`config.mk`:
```
export PLATFORM = sky130hd
export DESIGN_NAME = mem_port_arbiter
export DESIGN_NICKNAME = d
export VERILOG_FILES = /design/src/rtl/mem_port_arbiter.sv
export SDC_FILE = /design/constraint.sdc
export NUM_CORES = 1
export LEC_CHECK = 0
export ABC_AREA = 1
export ABC_CLOCK_PERIOD_IN_PS = 3980
export CELL_PAD_IN_SITES_DETAIL_PLACEMENT = 1
export CELL_PAD_IN_SITES_GLOBAL_PLACEMENT = 2
export CORE_MARGIN = 2
export CORE_UTILIZATION = 24
export CTS_BUF_LIST = sky130_fd_sc_hd__clkbuf_4 sky130_fd_sc_hd__clkbuf_8
export CTS_CLUSTER_SIZE = 8
export DETAILED_ROUTE_END_ITERATION = 10
export HOLD_SLACK_MARGIN = 0.1
export PLACE_DENSITY = 0.95
export SLEW_MARGIN = 20
export SYNTH_ARGS = -nofsm -noshare
export SYNTH_HDL_FRONTEND = slang
export SYNTH_SLANG_ARGS = --single-unit
```
`constraint.sdc`:
```
create_clock -name clk -period 3.98 [get_ports clk]
set_input_delay 0.597 -clock clk [delete_from_list [all_inputs] [get_ports clk]]
set_output_delay 0.597 -clock clk [all_outputs]
set_load 0.01 [all_outputs]
```
`src/rtl/mem_port_arbiter.sv`:
```
// Arbitrates one single-port unified memory between the fetch (IF) and data (D) ports.
// Optional build macro ARB_ROUND_ROBIN_EN: strict alternation on contention instead of D priority + starvation counter.
module mem_port_arbiter #(
    parameter int unsigned ADDR_WIDTH   = 32,
    parameter int unsigned DATA_WIDTH   = 32,
    parameter int unsigned MEM_LATENCY  = 2,
    parameter int unsigned STARVE_LIMIT = 4
) (
    input  logic                      clk,
    input  logic                      rst,
    input  logic                      if_req,
    input  logic [ADDR_WIDTH-1:0]     if_addr,
    output logic [DATA_WIDTH-1:0]     if_rdata,
    output logic                      if_valid,
    output logic                      if_stall,
    input  logic                      d_req,
    input  logic                      d_we,
    input  logic [ADDR_WIDTH-1:0]     d_addr,
    input  logic [DATA_WIDTH-1:0]     d_wdata,
    input  logic [DATA_WIDTH/8-1:0]   d_be,
    output logic [DATA_WIDTH-1:0]     d_rdata,
    output logic                      d_valid,
    output logic                      d_stall,
    output logic                      mem_en,
    output logic                      mem_we,
    output logic [ADDR_WIDTH-1:0]     mem_addr,
    output logic [DATA_WIDTH-1:0]     mem_wdata,
    output logic [DATA_WIDTH/8-1:0]   mem_be,
    input  logic [DATA_WIDTH-1:0]     mem_rdata,
    output logic                      busy
);

    localparam int unsigned BE_W   = DATA_WIDTH / 8;
    localparam int unsigned WCNT_W = 3;

    typedef enum logic [1:0] {
        S_IDLE   = 2'd0,
        S_ACCESS = 2'd1,
        S_WAIT   = 2'd2,
        S_RESP   = 2'd3
    } state_t;

    state_t                r_state;
    state_t                w_state_nxt;
    logic                  r_owner_if;
    logic                  r_req_we;
    logic [WCNT_W-1:0]     r_wait_cnt;
    logic                  r_mem_en;
    logic                  r_mem_we;
    logic [ADDR_WIDTH-1:0] r_mem_addr;
    logic [DATA_WIDTH-1:0] r_mem_wdata;
    logic [BE_W-1:0]       r_mem_be;
    logic [DATA_WIDTH-1:0] r_if_rdata;
    logic [DATA_WIDTH-1:0] r_d_rdata;
    logic                  r_if_valid;
    logic                  r_d_valid;
    logic                  r_busy;
    logic                  w_any_req;
    logic                  w_grant_if;
    logic                  w_last_wait;

    assign w_any_req   = if_req | d_req;
    assign w_last_wait = (r_wait_cnt == WCNT_W'(1));

`ifdef ARB_ROUND_ROBIN_EN
    logic r_last_if;

    // Contention goes to whichever port did not win the previous grant.
    assign w_grant_if = if_req & (~d_req | ~r_last_if);

    always_ff @(posedge clk) begin
        if (!rst) begin
            r_last_if <= 1'b1;
        end else if (r_state == S_IDLE && w_any_req) begin
            r_last_if <= w_grant_if;
        end
    end
`else
    localparam int unsigned SCNT_W = 4;

    logic [SCNT_W-1:0] r_starve_cnt;
    logic              w_starved;

    assign w_starved  = (r_starve_cnt == SCNT_W'(STARVE_LIMIT));
    assign w_grant_if = if_req & (~d_req | w_starved);

    // Counts D grants taken while fetch waits; saturates so fetch is forced through.
    always_ff @(posedge clk) begin
        if (!rst) begin
            r_starve_cnt <= '0;
        end else if (r_state == S_IDLE) begin
            if (!if_req || w_grant_if) begin
                r_starve_cnt <= '0;
            end else if (!w_starved) begin
                r_starve_cnt <= r_starve_cnt + SCNT_W'(1);
            end
        end
    end
`endif

    always_ff @(posedge clk) begin
        if (!rst) begin
            r_state <= S_IDLE;
        end else begin
            r_state <= w_state_nxt;
        end
    end

    always_comb begin
        w_state_nxt = r_state;
        case (r_state)
            S_IDLE:   if (w_any_req) w_state_nxt = S_ACCESS;
            S_ACCESS: w_state_nxt = r_req_we ? S_RESP : S_WAIT;
            S_WAIT:   if (w_last_wait) w_state_nxt = S_RESP;
            S_RESP:   w_state_nxt = S_IDLE;
            default:  w_state_nxt = S_IDLE;
        endcase
    end

    // Request capture, memory strobe, read-data capture and response pulses.
    always_ff @(posedge clk) begin
        if (!rst) begin
            r_owner_if  <= 1'b0;
            r_req_we    <= 1'b0;
            r_wait_cnt  <= '0;
            r_mem_en    <= 1'b0;
            r_mem_we    <= 1'b0;
            r_mem_addr  <= '0;
            r_mem_wdata <= '0;
            r_mem_be    <= '0;
            r_if_rdata  <= '0;
            r_d_rdata   <= '0;
            r_if_valid  <= 1'b0;
            r_d_valid   <= 1'b0;
            r_busy      <= 1'b0;
        end else begin
            r_mem_en    <= 1'b0;
            r_mem_we    <= 1'b0;
            r_mem_addr  <= '0;
            r_mem_wdata <= '0;
            r_mem_be    <= '0;
            r_if_valid  <= (w_state_nxt == S_RESP) & r_owner_if;
            r_d_valid   <= (w_state_nxt == S_RESP) & ~r_owner_if;
            r_busy      <= (w_state_nxt != S_IDLE);
            case (r_state)
                S_IDLE: begin
                    if (w_any_req) begin
                        r_owner_if  <= w_grant_if;
                        r_req_we    <= ~w_grant_if & d_we;
                        r_mem_en    <= 1'b1;
                        r_mem_we    <= ~w_grant_if & d_we;
                        r_mem_addr  <= w_grant_if ? if_addr : d_addr;
                        r_mem_wdata <= w_grant_if ? '0 : d_wdata;
                        r_mem_be    <= w_grant_if ? '0 : d_be;
                    end
                end
                S_ACCESS: r_wait_cnt <= WCNT_W'(MEM_LATENCY);
                S_WAIT: begin
                    r_wait_cnt <= r_wait_cnt - WCNT_W'(1);
                    if (w_last_wait) begin
                        if (r_owner_if) begin
                            r_if_rdata <= mem_rdata;
                        end else begin
                            r_d_rdata <= mem_rdata;
                        end
                    end
                end
                default: ;
            endcase
        end
    end

    assign mem_en    = r_mem_en;
    assign mem_we    = r_mem_we;
    assign mem_addr  = r_mem_addr;
    assign mem_wdata = r_mem_wdata;
    assign mem_be    = r_mem_be;
    assign if_rdata  = r_if_rdata;
    assign d_rdata   = r_d_rdata;
    assign if_valid  = r_if_valid;
    assign d_valid   = r_d_valid;
    assign busy      = r_busy;
    assign if_stall  = if_req & ~r_if_valid;
    assign d_stall   = d_req & ~r_d_valid;

endmodule

```
### Word level (Yosys, flattened, before mapping)

Index checks and enable logic that the tools add are counted.

* add/subtract/negate cells: 2
* div/mod/pow operators: 0
* muxes and demuxes: 9
* equal/unequal tests: 7
* $lt $le $gt $ge: 0
* reductions and logical operators: 12
* shift-type cells: 0
* bitwise logic cells: 16
* $mul: 0

Operators with widths (count)
* two-way mux 32 bit: 1
* AND reduction 3 bit: 3
* two-way mux 4 bit: 2
* inverter 1 bit: 8
* one-hot mux 2 bit (4 select lines): 1
* AND 1 bit: 6
* equality test 2 bit (second input constant): 3
* one-hot mux 3 bit (2 select lines): 1
* AND reduction 2 bit: 3
* adder 4 x 1 -> 4 bit (second input constant): 1
* equality test 4 x 3 -> 1 bit (second input constant): 1
* two-way mux 2 bit: 2
* nonzero test 2 bit: 2
* OR reduction 4 bit: 1
* equality test 3 x 1 -> 1 bit (second input constant): 1
* subtractor 3 x 1 -> 3 bit (second input constant): 1
* equality test 2 x 1 -> 1 bit (second input constant): 1
* zero test 2 bit: 1
* two-way mux 1 bit: 2
* != test 2 x 1 -> 1 bit (second input constant): 1
* bitwise OR 1 bit: 2
* zero test 1 bit: 1
* logical OR 1 bit: 1

* output and inout port bits: 139
* logic and storage cells: 61
* register bits after elaboration: 148
* bits in latches: 0
* memories: 0
* bits in read-only memories: 0
* input port bits: 137
* RAM bits: 0

### Logic depth before layout (Yosys ltp)

* depth after elaboration: 6
* mapped depth: 9
* depth with buffers taken out: 7

### Worst setup path before layout

No wires, ideal clock.

* kind: input-to-output
* start: input port if_req
* end: output port if_stall
* data arrival time: 1.313 ns
* data required time: 3.383 ns
* cell stages on the path: 5
* buffers on the path: 3
* path slack: 2.070 ns
* cell sequence: buf_2 -> buf_2 -> buf_2 -> inv_1 -> nor2_1

* cells in the longest elaborated chain, start to end: 1

Ends and longest elaborated chain
* start, declared: line 11 `input logic if_req,`
* AND 1 bit: line 183 `assign if_stall = if_req & ~r_if_valid;`
* end, declared: line 15 `output logic if_stall,`

Every way passes these cells.

### Worst setup path after layout

* start: input port d_req
* end: output port d_stall

* cells in the longest elaborated chain, start to end: 1

Ends and longest elaborated chain
* start, declared: line 16 `input logic d_req,`
* AND 1 bit: line 184 `assign d_stall = d_req & ~r_d_valid;`
* end, declared: line 23 `output logic d_stall,`

Every way passes these cells.

==> reports/qor.csv <==
metric;value;unit
clock root buffer;clkbuf_8;
Post-layout nets;1075;
Flop pwr share;0.419;
CTS-repair resized insts;0;
Adder-Cell Fraction of Synth Area;0.01592;
critical path class;primary input to output port;
commonest non-fill, non-tap cell in the layout;clkdlybuf4s50_1;
TritonRoute pass-1 iters;4;
Post-CTS Setup Inserts;0;
Worst setup SP type;primary input;
die area;24150;sq um
Final GP Congestion;0.6961;
#FFs+latches synth;148;
clock skew;0.01828;ns
register area share after synthesis;0.5385;
HPWL after detailed placement;13090;microns
Inserted Clock Buffers;17;
Synth Instances;678;
Post-Synthesis Cell Area;5502;sq um
Least-Margin Pin Slew;0.7938;ns
Compound-Gate Fraction of Synth Area;0.09939;
Synth area leaders;dfxtp_1 (54%), nand2_1 (9.9%), a21oi_1 (9.4%);
Top Ports;276;
Reg clk slew, reported paths;0.08;ns
first-pass GRT wire length;28670;microns
core footprint;22570;sq um
CP Data Arrival Time;1.91;ns
Post-CTS Hold Buffers;0;
pin count of the biggest net entering global routing;65;
Area after DPL;8389;sq um
number of distinct library cells after synthesis;22;
static leakage;3.354;nW
pwr dens;459.3;nW/um^2
Final Cycle Share;0.6303;
xor/xnor cell area share of the yosys netlist;0;
Initial Util;0.2437;
switching pwr;1.268;mW
clock network fraction of total power;0.322;
Chip Width;155.4;microns
syn avg cell area;8.114;sq um
Fillers;2674;
Crit path largest cell delay;0.61;ns
Crit-path slowest cell;clkdlybuf4s50_1;
DRC violations left;0;
Warnings, synthesis;0;
area fraction of the dominant cell type after synthesis;0.5385;
Rows;55;
MaxCap Viol Count;0;
CP Data Required Time;3.38;ns
worst vdd ir;0.2189;mV
final cell count without fillers;1230;
crit path max fanout;7;
port bufs;275;
syn_nets;822;
crit-path leading delay family;buffers and inverters;
CTS tree;yes;
CTS Sinks;148;
combinational family with the most area after synthesis;simple AND/OR/NAND/NOR gates;
CTS H-Tree Depth;4;
Total Routing Usage GR;0.1511;
Via Count;5453;
leading area contributor after synthesis;dfxtp_1;
1st-iter DRT viols;199;
Cell Int Power;2.785;mW
Hold/Removal Path Class;flop to flop;
crit path cell chain;clkdlybuf4s50_1 > inv_1 > nor2_1 > clkdlybuf4s50_1;
setup TNS;0;ns
Detailed Route WL;18490;microns
initial antenna violation count;2;
Slew Viols, Final;0;
most frequent cells in the layout;clkdlybuf4s50_1 (274), dfxtp_1 (148), nand2_1 (144);
endpoint class of the critical path;output port;
post-DR wirelength/cell;15.03;microns
status;completed;
multiplexer share of the synthesized area;0;
Period minus WS final;2.509;ns
CP most frequent cell;clkdlybuf4s50_1;
final setup violating endpoints;0;
layout cell share with drive strength beyond 1;0.05403;
max frequency;398.6;MHz
CP Buf/Inv Count;3;
Simple-Gate Fraction of Synth Area;0.2545;
Max clock buf depth;2;
RSZ-0062 raised after global routing;false;
Hold Vio Cnt, Final;0;
Max-Slew Margin vs Limit;0.4700;
total congestion overflow;0;
Logic pwr share;0.260;
DP Cell Count;1197;
area grow syn2layout;60.38;%
routed vias/inst;4.433;
Final ANT Viol Nets;0;
vias in the first global route;5562;
Switching Share;0.3128;
post-route cell area;8823;sq um
clk_lat worst skew;0.45;ns
die height;155.4;microns
-- path summary, 6_finish.rpt --
kind / start / end / slack [ns] / cells after the start
worst min register to register: d_rdata[3] / d_rdata[3] / 0.47 / 2
worst min-delay path: d_rdata[3] / d_rdata[3] / 0.47 / 2
worst max-delay path: d_req / d_stall / 1.47 / 4
worst max register to register: r_state[0] / mem_wdata[26] / 1.74 / 7
-- cell usage after synthesis (all sizes together) --
| cell | n |
|---|---|
| nor3 | 1 |
| nand3b | 33 |
| o21ai | 5 |
| inv | 56 |
| dfxtp | 148 |
| nor2 | 80 |
| nand2 | 147 |
| clkbuf | 16 |
| a21oi | 103 |
| buf | 35 |
| nand3 | 11 |
| nand4 | 35 |
| ha | 7 |
| a31oi | 1 |
-- power by group through the flow --
stage | Combinational, mW | Clock, mW | Sequential, mW
after global routing | 1.16 | 1.44 | 1.71
after detailed placement | 1.07 | 0 | 1.73
after CTS | 1.07 | 1.36 | 1.70
final | 1.05 | 1.30 | 1.70
after floorplan | 0.454 | 0 | 1.79
after global placement | 1.05 | 0 | 1.73
-- worst reg2reg max path, delay by kind of cell, from the launching register on --
kind	cells	cell delay, ns
fa+ha+maj	1	0.39
flops	1	0.34
simple gates	4	0.99
buf+inv	2	0.45
-- state kept, by name (all words and copies together), names as in the netlist, 2 cells and up --
name,count
mem_be,4
mem_addr,32
d_rdata,32
r_state,2
mem_wdata,32
r_wait_cnt,3
if_rdata,32
r_starve_cnt,4
-- cell families after synthesis --
logic type	Yosys count
adder cells (fa/ha/maj)	7
buffers and inverters	107
AND/OR/NAND/NOR	307
AO/OA/AOI/OAI	109
flip-flops	148
-- layer usage --
layer | track usage | wire length, microns
met1 | 0.1660 | 7528
met2 | 0.2571 | 8858
met5 | 0 | 7
met3 | 0.07270 | 1842
met4 | 0.04849 | 254
-- final cells by class --
type                    instances  area (sq um)  area share
clock buffers                  18         247.7     0.02808
diodes                          1         2.502   0.0002836
multi-input cells             423          2037      0.2309
flip-flops and latches        148          2963      0.3358
well taps                     285         356.6     0.04041
clock inverters                14         183.9     0.02085
inverters                      56         210.2     0.02382
repair buffers                285          2823      0.3199
-- stage by stage --
stage | power (mW) | hold WS [ns] | utilization | setup slack (ns)
after floorplan | 2.248 | 0.4483 | - | 2.070
after global placement | 2.778 | 0.4479 | 0.3717 | 1.245
after detailed placement | 2.800 | 0.4531 | 0.3717 | 1.179
after CTS | 4.131 | 0.4662 | 0.3908 | 1.449
after global routing | 4.309 | 0.4839 | 0.3908 | 1.355
final | 4.052 | 0.4657 | 0.3909 | 1.471
Note: power is estimated with default switching activity, not from simulation.
